===== config.mk =====
export PLATFORM = sky130hd
export DESIGN_NAME = queue_alloc_manage
export DESIGN_NICKNAME = d
export VERILOG_FILES = /design/src/rtl/queue_alloc_manage_pkg.sv /design/src/rtl/queue_alloc_manage_free_queue_encoder.sv /design/src/rtl/queue_alloc_manage.sv
export SDC_FILE = /design/constraint.sdc
export NUM_CORES = 1
export LEC_CHECK = 0
export ABC_AREA = 1
export BUFFER_PORTS_ARGS = -buffer_cell sky130_fd_sc_hd__buf_2
export CAP_MARGIN = 20
export CORE_MARGIN = 4
export CORE_UTILIZATION = 45
export DETAILED_ROUTE_END_ITERATION = 10
export HOLD_SLACK_MARGIN = 0.02
export PLACE_DENSITY = 0.75
export SLEW_MARGIN = 20
export SYNTH_ARGS = -nofsm -noshare
export SYNTH_HDL_FRONTEND = slang
export SYNTH_SLANG_ARGS = --single-unit

===== constraint.sdc =====
create_clock -name i_clk -period 2.6 [get_ports i_clk]
set_clock_uncertainty 0.05 [all_clocks]
set_input_delay 0.39 -clock i_clk [delete_from_list [all_inputs] [get_ports i_clk]]
set_output_delay 0.39 -clock i_clk [all_outputs]
set_load 0.05 [all_outputs]

===== src/rtl/queue_alloc_manage_pkg.sv =====
// ============================================================================
// queue_alloc_manage_pkg : shared geometry and queue-state encodings
// Revision : 1.0
// ============================================================================
`default_nettype none

package queue_alloc_manage_pkg;

  localparam int QUEUE_NUM   = 32;
  localparam int QUEUE_DEPTH = 16;
  localparam int QID_W       = 5;
  localparam int PTR_W       = 4;
  localparam int BUFID_W     = 9;
  localparam int ADDR_W      = QID_W + PTR_W;
  localparam int DATA_W      = BUFID_W + 1;
  localparam int CNT_W       = 16;

  typedef enum logic [1:0] {
    Q_FREE    = 2'd0,
    Q_FILLING = 2'd1,
    Q_READY   = 2'd2
  } q_state_e;

endpackage

`default_nettype wire


===== src/rtl/queue_alloc_manage_free_queue_encoder.sv =====
// ============================================================================
// free_queue_encoder : lowest-set-bit priority encoder over the FREE mask
// Revision : 1.0
// ============================================================================
`default_nettype none

module free_queue_encoder
  import queue_alloc_manage_pkg::*;
(
  input  logic [QUEUE_NUM-1:0] iv_mask,
  output logic                 o_found,
  output logic [QID_W-1:0]     ov_qid
);

  // Scan high to low so the lowest set bit is the final one written.
  always_comb begin
    o_found = 1'b0;
    ov_qid  = '0;
    for (int i = QUEUE_NUM - 1; i >= 0; i--) begin
      if (iv_mask[i]) begin
        o_found = 1'b1;
        ov_qid  = QID_W'(i);
      end
    end
  end

endmodule

`default_nettype wire


===== src/rtl/queue_alloc_manage.sv =====
// ============================================================================
// queue_alloc_manage : queue id allocation, fragment write addressing and
// queue_empty publication. Optional statistics counters under FRAG_STAT_EN.
// Revision : 1.0
// ============================================================================
`default_nettype none

module queue_alloc_manage
  import queue_alloc_manage_pkg::*;
(
  input  logic                 i_clk,
  input  logic                 i_rst_n,
  input  logic                 i_alloc_req,
  output logic [QID_W-1:0]     ov_alloc_qid,
  output logic                 o_alloc_ack,
  output logic                 o_alloc_fail,
  input  logic                 i_frag_wr,
  input  logic [QID_W-1:0]     iv_frag_qid,
  input  logic [BUFID_W-1:0]   iv_frag_bufid,
  input  logic                 i_frag_last,
  output logic                 o_frag_err,
  output logic                 o_queue_ram_wr,
  output logic [ADDR_W-1:0]    ov_queue_ram_waddr,
  output logic [DATA_W-1:0]    ov_queue_ram_wdata,
  output logic [QUEUE_NUM-1:0] ov_queue_empty,
  input  logic [QID_W-1:0]     iv_queue_id_free,
  input  logic                 i_queue_id_free_wr,
  output logic [CNT_W-1:0]     ov_alloc_fail_cnt,
  output logic [CNT_W-1:0]     ov_frag_err_cnt
);

  q_state_e         state_q [QUEUE_NUM];
  q_state_e         state_d [QUEUE_NUM];
  logic [PTR_W-1:0] wptr_q  [QUEUE_NUM];
  logic [PTR_W-1:0] wptr_d  [QUEUE_NUM];

  logic               alloc_ack_q,  alloc_ack_d;
  logic               alloc_fail_q, alloc_fail_d;
  logic [QID_W-1:0]   alloc_qid_q,  alloc_qid_d;
  logic               ram_wr_q,     ram_wr_d;
  logic [ADDR_W-1:0]  ram_waddr_q,  ram_waddr_d;
  logic [DATA_W-1:0]  ram_wdata_q,  ram_wdata_d;
  logic               frag_err_q,   frag_err_d;

  logic [QUEUE_NUM-1:0] free_mask;
  logic [QUEUE_NUM-1:0] empty_vec;
  logic                 enc_found;
  logic [QID_W-1:0]     enc_qid;
  logic                 free_hit;
  logic                 frag_ok;

  always_comb begin
    free_mask = '0;
    empty_vec = '0;
    for (int q = 0; q < QUEUE_NUM; q++) begin
      free_mask[q] = (state_q[q] == Q_FREE);
      empty_vec[q] = (state_q[q] != Q_READY);
    end
  end

  free_queue_encoder u_free_queue_encoder (
    .iv_mask (free_mask),
    .o_found (enc_found),
    .ov_qid  (enc_qid)
  );

  // Alloc only touches FREE queues, free only READY ones, fragments only
  // FILLING ones, so the three updates below never target the same entry.
  always_comb begin
    state_d      = state_q;
    wptr_d       = wptr_q;
    alloc_ack_d  = 1'b0;
    alloc_fail_d = 1'b0;
    alloc_qid_d  = '0;
    ram_wr_d     = 1'b0;
    ram_waddr_d  = '0;
    ram_wdata_d  = '0;
    frag_err_d   = 1'b0;

    if (i_alloc_req) begin
      if (enc_found) begin
        state_d[enc_qid] = Q_FILLING;
        wptr_d[enc_qid]  = '0;
        alloc_ack_d      = 1'b1;
        alloc_qid_d      = enc_qid;
      end else begin
        alloc_fail_d = 1'b1;
      end
    end

    free_hit = i_queue_id_free_wr && (state_q[iv_queue_id_free] == Q_READY);
    if (free_hit) begin
      state_d[iv_queue_id_free] = Q_FREE;
      wptr_d[iv_queue_id_free]  = '0;
    end

    // Entry 15 is held back for the last fragment; a colliding free wins.
    frag_ok = (state_q[iv_frag_qid] == Q_FILLING)
           && !(free_hit && (iv_queue_id_free == iv_frag_qid))
           && ((wptr_q[iv_frag_qid] != PTR_W'(QUEUE_DEPTH - 1)) || i_frag_last);

    if (i_frag_wr) begin
      if (frag_ok) begin
        ram_wr_d               = 1'b1;
        ram_waddr_d            = {iv_frag_qid, wptr_q[iv_frag_qid]};
        ram_wdata_d            = {i_frag_last, iv_frag_bufid};
        wptr_d[iv_frag_qid]    = wptr_q[iv_frag_qid] + 1'b1;
        if (i_frag_last) begin
          state_d[iv_frag_qid] = Q_READY;
        end
      end else begin
        frag_err_d = 1'b1;
      end
    end
  end

  always_ff @(posedge i_clk or negedge i_rst_n) begin
    if (!i_rst_n) begin
      for (int q = 0; q < QUEUE_NUM; q++) begin
        state_q[q] <= Q_FREE;
        wptr_q[q]  <= '0;
      end
      alloc_ack_q  <= 1'b0;
      alloc_fail_q <= 1'b0;
      alloc_qid_q  <= '0;
      ram_wr_q     <= 1'b0;
      ram_waddr_q  <= '0;
      ram_wdata_q  <= '0;
      frag_err_q   <= 1'b0;
    end else begin
      state_q      <= state_d;
      wptr_q       <= wptr_d;
      alloc_ack_q  <= alloc_ack_d;
      alloc_fail_q <= alloc_fail_d;
      alloc_qid_q  <= alloc_qid_d;
      ram_wr_q     <= ram_wr_d;
      ram_waddr_q  <= ram_waddr_d;
      ram_wdata_q  <= ram_wdata_d;
      frag_err_q   <= frag_err_d;
    end
  end

  assign o_alloc_ack        = alloc_ack_q;
  assign o_alloc_fail       = alloc_fail_q;
  assign ov_alloc_qid       = alloc_qid_q;
  assign o_queue_ram_wr     = ram_wr_q;
  assign ov_queue_ram_waddr = ram_waddr_q;
  assign ov_queue_ram_wdata = ram_wdata_q;
  assign o_frag_err         = frag_err_q;
  assign ov_queue_empty     = empty_vec;

`ifdef FRAG_STAT_EN
  logic [CNT_W-1:0] alloc_fail_cnt_q, alloc_fail_cnt_d;
  logic [CNT_W-1:0] frag_err_cnt_q,   frag_err_cnt_d;

  // Counters follow the registered pulses and saturate at all-ones.
  always_comb begin
    alloc_fail_cnt_d = alloc_fail_cnt_q;
    frag_err_cnt_d   = frag_err_cnt_q;
    if (alloc_fail_q && (alloc_fail_cnt_q != '1)) begin
      alloc_fail_cnt_d = alloc_fail_cnt_q + 1'b1;
    end
    if (frag_err_q && (frag_err_cnt_q != '1)) begin
      frag_err_cnt_d = frag_err_cnt_q + 1'b1;
    end
  end

  always_ff @(posedge i_clk or negedge i_rst_n) begin
    if (!i_rst_n) begin
      alloc_fail_cnt_q <= '0;
      frag_err_cnt_q   <= '0;
    end else begin
      alloc_fail_cnt_q <= alloc_fail_cnt_d;
      frag_err_cnt_q   <= frag_err_cnt_d;
    end
  end

  assign ov_alloc_fail_cnt = alloc_fail_cnt_q;
  assign ov_frag_err_cnt   = frag_err_cnt_q;
`else
  assign ov_alloc_fail_cnt = '0;
  assign ov_frag_err_cnt   = '0;
`endif

endmodule

`default_nettype wire


# After elaboration in Yosys (flattened, before gate mapping)
# Cells that the tools add are included.
[word_totals]
ff_bits = 220
inputBits = 25
out_inout_bits = 92
[classes]
add_sub_neg = 1
n_lt_le_gt_ge = 6
n_eq_ne = 36
mux = 111
bitwise = 15
reduce_logical = 41
[ops]
columns = ["operator", "count"]
rows = [
  ["2-to-1 mux 128 bit", 5],
  ["2-to-1 mux 64 bit", 6],
  ["AND 128 bit", 2],
  ["inverter 128 bit", 2],
  ["2-to-1 mux 5 bit", 34],
  ["bitwise mux 128 bit", 1],
  ["AND 32 bit", 2],
  ["AND 64 bit", 1],
  ["logical NOT 2 bit", 32],
  ["!= test 2 bit, second input constant", 32],
  ["inverter 32 bit", 2],
  ["inverter 64 bit", 1],
  ["OR 32 bit", 2],
  ["demux 4 bit (select 5 bit)", 3],
  ["2-to-1 mux 1 bit", 40],
  ["demux 2 bit (select 5 bit)", 3],
  ["binary-select mux 2 bit (select 5 bit)", 2],
  ["binary-select mux 4 bit (select 5 bit)", 1],
  ["2-to-1 mux 10 bit", 2],
  ["2-to-1 mux 4 bit", 5],
  [">= comparator 6 bit, second input constant", 3],
  ["< comparator 6 x 1 -> 1 bit, second input constant", 3],
  ["2-to-1 mux 9 bit", 2],
  ["inverter 5 -> 6 bit", 3],
  ["other kinds (9)", 21],
]

# Longest topological paths before layout
# Gate-level depths: netlist of run 1.
[depth]
depth_word = 48
depth_mapped = 36
depth_no_buf = 36

# Hierarchy
# Synthesis of run 1 repeated with hierarchy kept, for this count alone.
[unflattened]
cells_unflattened = 2452
hier_area_um2 = 15533.6
[modules_own_cells]
columns = ["module", "n_inst", "cells_each", "area_per_inst_um2", "seq_area_each_um2"]
rows = [
  ["queue_alloc_manage", 1, 2345, 15090.7, 5505.3],
  ["free_queue_encoder", 1, 107, 442.9, 0.0],
]

# Worst setup path after synthesis of run 1
# OpenSTA, ideal clock, no wires.
[synth_timing]
path_kind = "input -> register"
startpoint = "in iv_frag_qid[0]"
endpoint = "reg wptr_q[88] (netlist name)"
t_arrival_ps = 3007
t_required_ps = 2485
setup_slack_ps = -522
path_stages = 19
n_path_buf = 3
path_cell_list = "nand2_1 -> buf_2 -> buf_2 -> o22ai_1 -> o21ai_0 -> nand2_1 -> nor4_4 -> clkbuf_1 -> ha_1 -> nand3_1 -> nand2_2 -> nor2_4 -> inv_4 -> nor2_2 -> inv_2 -> nor2_2 -> a21oi_1 -> nand3_1 -> nand2_1"
[synth_lines]
columns = ["item", "line", "source"]
rows = [
  ["start, declared", "queue_alloc_manage.sv:18", "input logic [QID_W-1:0] iv_frag_qid,"],
  ["end signal, assigned", "queue_alloc_manage.sv:132", "wptr_q <= wptr_d;"],
  ["end, declared", "queue_alloc_manage.sv:34", "logic [PTR_W-1:0] wptr_q [QUEUE_NUM];"],
]

==> flow_summary.toml, run 1 <==
[run_status]
status = "finished with violations"
violations = "setup timing"

[worst_setup_path]
path_max_fanout = 6
reg2reg_from = "state_q[4]$_DFF_PN0_"
regToRegSetupSlack_ps = -560
startpoint_type = "register"
cp_common_cell = "nand2_1"
ff2ff_path_depth = 34
worstPathRequired_ps = 2970
end_kind = "register"
slowest_delay_ps = 370
crit_type = "register to register"
cp_slowest_cell = "dfrtp_1"
crit_arrival_ps = 3530
r2r_end = "wptr_q[40]$_DFF_PN0_"

[grt]
grt_pass1_vias = 13000
grt-ovfl-total = 0
track_usage = 0.346
use_met1 = 0.453
grt_max_degree = 55
busiest_layer = "met2"
grt_use_met2 = 0.540
grt_pass1_wl_um = 76500
use_met3 = 0.0741
antenna_found_initial = 0

[layout]
final_common_cell = "nand2_1"
most-common-layout-cells = "nand2_1 (307), buf_4 (299), dfrtp_1 (217), inv_1 (149), nor2_1 (146)"
area_growth_pct = 47.3
nets = 1972
nFillCells = 2108
drive_above_1_share = 0.392

[placed_design]
dp_slack_ps = -911
port_buffers = 84
gp_congestion = 1.07
hpwl_um = 37800

[die]
fp.dieW_um = 170
rows = 59
dieArea_um2 = 29100
coreArea_um2 = 26000
initial_core_util = 0.457
die_h_um = 170
ios = 117

[power_and_ir_drop]
leakage_nw = 8.43
internal_power_mw = 11.2
peakVddDrop_v = 0.00119
sequentialPowerShare = 0.264
p_sw_frac = 0.449
power.switching_mw = 9.11
p_clk_frac = 0.177
power_frac_comb = 0.559
powerDensity_nw_per_um2 = 1160

[clock_tree]
cts.path.max_buffers = 3
clk_pin_slew_ps = 70
h-tree-depth = 1
clock_latency_ps = 530
cts_buffers = 25
cts_tree = "yes"
clock-sinks = 220
clockRootBuffer = "clkbuf_16"

[synth]
synth_top_family_by_area = "simple AND/OR/NAND/NOR gates"
yosys.area_share.adder = 0.00105
synth_xor_area_frac = 0.00305
synth_async_sr_flop_share = 1.00
yosys-top-cells-area = "dfrtp_1 (46%), nand2_1 (11%), nor2_1 (5.5%)"
synth_edf_count = 0
synth_top_area_share = 0.463
avgSynthCellArea_um2 = 7.77
netlist_instances = 1528
yosysUniqueCellTypes = 46
syn_area_um2 = 11900
synth_largest_area_cell = "dfrtp_1"
synth-seq-area-share = 0.463
ys_warn_count = 0
muxShareOfSynthArea = 0
synth-seq-cells = 220
synth-simple-area-share = 0.267
ys.flop_type = "dfrtp_1"
synth_compound_gate_area_share = 0.163

[sta]
worst_pin_slew_ps = 551
setup_tns_ps = -77710
rsz0062_at_grt = "yes"
setup_violations = 184
max_freq_mhz = 316
finalHoldViolCount = 0
setup_slack_ps = -561
min_period_ps = 3160
period_share = 1.22
drv_slew = 0
hold_ws_ps = 32.2
slew_headroom = 0.629

[drt]
dr.pass1.iters = 7
vias_per_cell = 5.77
ant_nets = 0
post_drt_wl_per_cell_um = 22.5
drc = 0
vias = 13300
drt_iter0_drc = 1792
routed_wirelength_um = 51700

[min_path]
hold_end = "ov_queue_ram_wdata[2]$_DFF_PN0_"
worstHoldPathCells = 3
hold_path_class = "input port to register"
hp-start = "iv_frag_bufid[2]"

[run]
drv_cap = 0
what timing repair did:
action	CTS	global route
buffers inserted	14	16
setup endpoints to repair	193	204
hold buffers	6	0
pin swaps	29	54
gates resized for setup	184	153
cloned	0	2
endpoints found under the hold margin	50	0
power groups by stage:
stage	logic, mW	registers (mW)	clock network, mW
6_report	11.3	5.36	3.58
4_1_cts	9.92	5.29	3.59
3_3_place_gp	8.27	5.30	0
5_1_grt	11.9	5.44	3.74
3_5_place_dp	8.40	5.30	0
2_1_floorplan	4.26	5.31	0
cell type report:
type / instances / area (um^2) / share of cell area
multi-input cells: 1071 / 6470 / 0.370
flip-flops and latches: 220 / 5510 / 0.315
repair buffers: 432 / 3470 / 0.198
inverters: 196 / 802 / 0.0458
clock buffers: 34 / 739 / 0.0423
well taps: 335 / 419 / 0.0240
clock inverters: 11 / 85.1 / 0.00486
diodes: 1 / 2.50 / 0.000143
metal layers:
metal  share of wire  wire length (um)
met3            0.10              5230
met1            0.38             19800
met2            0.45             23200
met4           0.067              3450
met5               0                 0
synthesized netlist by cell type (2+ instances only):
cell type  instances
nand3_2           11
o2111a_1           2
nor2_1           175
buf_2             10
a21boi_0           4
a21oi_2            4
nor2_4            10
inv_1            173
o22ai_1          100
or2_1              2
o221ai_1          16
clkbuf_1          17
inv_4              2
nand4_2            2
dfrtp_1          220
clkinv_1           7
inv_2             14
nor4_1             2
nand2_4            2
o21ai_1            8
a21boi_1           4
a22oi_1           30
nand2_2            6
nand4_1           47
a22o_1             4
a21oi_1           16
o21ai_0          129
nand3_1           73
nor2_2            14
nand2_1          352
buf_4             37
buf_6              6
nor3_1            16
cell families (layout without fill, tap and decap cells):
kind of cell | count (synthesis) | after routing
AND/OR/NAND/NOR | 715 | 715
AO/OA/AOI/OAI | 321 | 321
buffers and inverters | 268 | 673
flip-flops | 220 | 220
XOR/XNOR | 2 | 2
adder cells (fa/ha/maj) | 1 | 1
other | 1 | 33
sequential cells by signal, summed over array words and instances, names as in the netlist:
signal,cells
o_queue_ram_wr,1
o_alloc_ack,1
o_alloc_fail,1
ov_alloc_qid,5
o_frag_err,1
state_q,64
ov_queue_ram_wdata,10
wptr_q,128
ov_queue_ram_waddr,9
stage by stage:
stage,power [mW],instances,utilization,instance area [um^2]
4_1_cts,18.8,2282,0.649,16900
6_report,20.3,2300,0.673,17500
5_1_grt,21.1,2299,0.673,17500
3_5_place_dp,13.7,2219,0.582,15100
2_1_floorplan,9.57,1559,-,12200
3_3_place_gp,13.6,2219,0.582,15100
critical path, delay by kind of cell (launching register included):
family                 cells  cell delay, ps
and+or+nand+nor           33            2470
DFF                        1             370
buffers and inverters      1             140
worst max-delay path by stage:
stage                              start                     to  cells after the start
global placement          iv_frag_qid[0]   wptr_q[83]$_DFF_PN0_                     20
finish              state_q[4]$_DFF_PN0_   wptr_q[40]$_DFF_PN0_                     34
detailed placement        iv_frag_qid[0]   wptr_q[82]$_DFF_PN0_                     20
global route        state_q[4]$_DFF_PN0_   wptr_q[40]$_DFF_PN0_                     34
CTS                 state_q[6]$_DFF_PN0_  wptr_q[110]$_DFF_PN0_                     35
floorplan                 iv_frag_qid[0]   wptr_q[11]$_DFF_PN0_                     23
Power figures use the tool's default switching activity.
==> run 2, diff against run 1 <==
CTS_BUF_LIST = sky130_fd_sc_hd__clkbuf_8   (was default)
SLEW_MARGIN = 25   (was 20)
==> run 2 against run 1 <==
Effect of this change: the run still ends with setup timing left; wire length shrank 0.82%; final cell count grew 1.2%; setup slack gained 22 ps; sequential cell count is the same; critical path type unchanged; critical endpoint is now state_q[20]$_DFF_PN0_.
==> flow_summary.toml, run 2 (synthesized netlist as in run 1, its figures left out) <==
[run_status]
status = "finished with violations"
violations = "setup timing"

[placed_design]
dpl-instance-area_um2 = 15100
hpwl_um = 37800
port_buffers = 84
dp_slack_ps = -911
gp_congestion = 1.07

[grt]
antenna_found_initial = 0
grt_pass1_vias = 13000
grt_max_degree = 55
track_usage = 0.345
grt_pass1_wl_um = 76100
grt-ovfl-total = 0

[layout]
most-common-layout-cells = "nand2_1 (297), buf_4 (295), dfrtp_1 (219), inv_1 (158), nor2_1 (147)"
multi_input_area_um2 = 6410
area_growth_pct = 46.9
final_common_cell = "nand2_1"
drive_above_1_share = 0.394
nets = 1989
largest_reg_flops = 128
diodes = 0
nFillCells = 2131
final_area_um2 = 17500
top_register = "wptr_q"
register_area_um2 = 5510

[clock_tree]
clock_latency_ps = 560
h-tree-depth = 2
clk_pin_slew_ps = 60
clock-sinks = 220
clockRootBuffer = "clkbuf_8"
cts_tree = "yes"
cts_buffers = 41
cts.path.max_buffers = 3

[drt]
ant_nets = 0
dr.pass1.iters = 6
vias = 13400
drt_iter0_drc = 1702
vias_per_cell = 5.75
post_drt_wl_per_cell_um = 22.0
drc = 0
routed_wirelength_um = 51300

[worst_setup_path]
cp_common_cell = "nand2_1"
cp_slowest_cell = "dfrtp_1"
end_kind = "register"
crit_type = "register to register"
path_max_fanout = 6
slowest_delay_ps = 400
worstPathRequired_ps = 2980
crit_arrival_ps = 3520
startpoint_type = "register"

[die]
rows = 59
dieArea_um2 = 29100
coreArea_um2 = 26000
die_h_um = 170
initial_core_util = 0.457
fp.dieW_um = 170
ios = 117

[min_path]
hold_path_class = "input port to register"

[power_and_ir_drop]
leakage_nw = 8.48
peakVddDrop_v = 0.00108
powerDensity_nw_per_um2 = 1140

[sta]
min_period_ps = 3140
rsz0062_at_grt = "yes"
worst_pin_slew_ps = 547
finalHoldViolCount = 0
max_freq_mhz = 319
setup_slack_ps = -539
setup_tns_ps = -72030
period_share = 1.21
drv_slew = 0
setup_violations = 194
slew_headroom = 0.631

[run]
drv_cap = 0
run 2: cell types whose count changed in the layout (fill, tap and decap cells not counted), moves of 6 or more:
cell	before	now
clkbuf_16	27	0
o21ai_0	53	85
o21ai_1	72	47
clkbuf_8	8	53
o21ai_2	12	5
inv_1	149	158
nand2_1	307	297
nand2_2	49	60
inv_2	27	33
inv_4	8	1
run 2: power breakdown:
| part | switching (mW) | internal (mW) |
|---|---|---|
| Combinational | 6.61 | 4.35 |
| Sequential | 0.816 | 4.54 |
| Clock | 1.56 | 2.03 |
run 2: final cells by class:
cell class,instances,area share
flip-flops and latches,220,0.316
inverters,196,0.0448
clock buffers,53,0.0418
well taps,335,0.0240
repair buffers,433,0.198
clock inverters,19,0.00796
multi-input cells,1071,0.368
run 2: timing repair:
action,in CTS,in global routing
resized for setup,139,150
setup endpoints to repair,192,204
hold buffers,10,0
endpoints found under the hold margin,54,0
pin swaps,15,36
setup buffers,16,16
run 2: metal layers:
layer  vias up  share of wire  GRT usage
li1       5938              -          -
met1      6400           0.38      0.446
met2       820           0.45      0.535
met3       223          0.099     0.0825
met4         0          0.067      0.191
met5         -              0          0
run 2: stage by stage:
stage / cells / utilization / power, mW / hold slack (ps)
6_report: 2327 / 0.672 / 19.9 / 130
5_1_grt: 2327 / 0.672 / 20.8 / 142
4_1_cts: 2315 / 0.647 / 18.7 / 101
3_5_place_dp: 2219 / 0.582 / 13.7 / 288
3_3_place_gp: 2219 / 0.582 / 13.6 / 287
2_1_floorplan: 1559 / - / 9.57 / 44.4
run 2: path summary, 6_finish.rpt:
kind,slack (ps),from,endpoint,cells after the start
worst max-delay path,-540,state_q[0]$_DFF_PN0_,state_q[20]$_DFF_PN0_,34
worst min-delay path,130,i_alloc_req,o_alloc_ack$_DFF_PN0_,3
worst max register to register,-540,state_q[0]$_DFF_PN0_,state_q[20]$_DFF_PN0_,34
worst min register to register,460,wptr_q[59]$_DFF_PN0_,wptr_q[59]$_DFF_PN0_,2
max in group asynchronous,1450,i_rst_n,wptr_q[120]$_DFF_PN0_,3
min in group asynchronous,310,i_rst_n,wptr_q[88]$_DFF_PN0_,2
run 2: critical path: cells and delay by family (launching register included):
family                 cells  cell delay (ps)
AO/OA/AOI/OAI              1              290
buffers and inverters      1              140
flip-flops                 1              400
AND/OR/NAND/NOR           32             2130
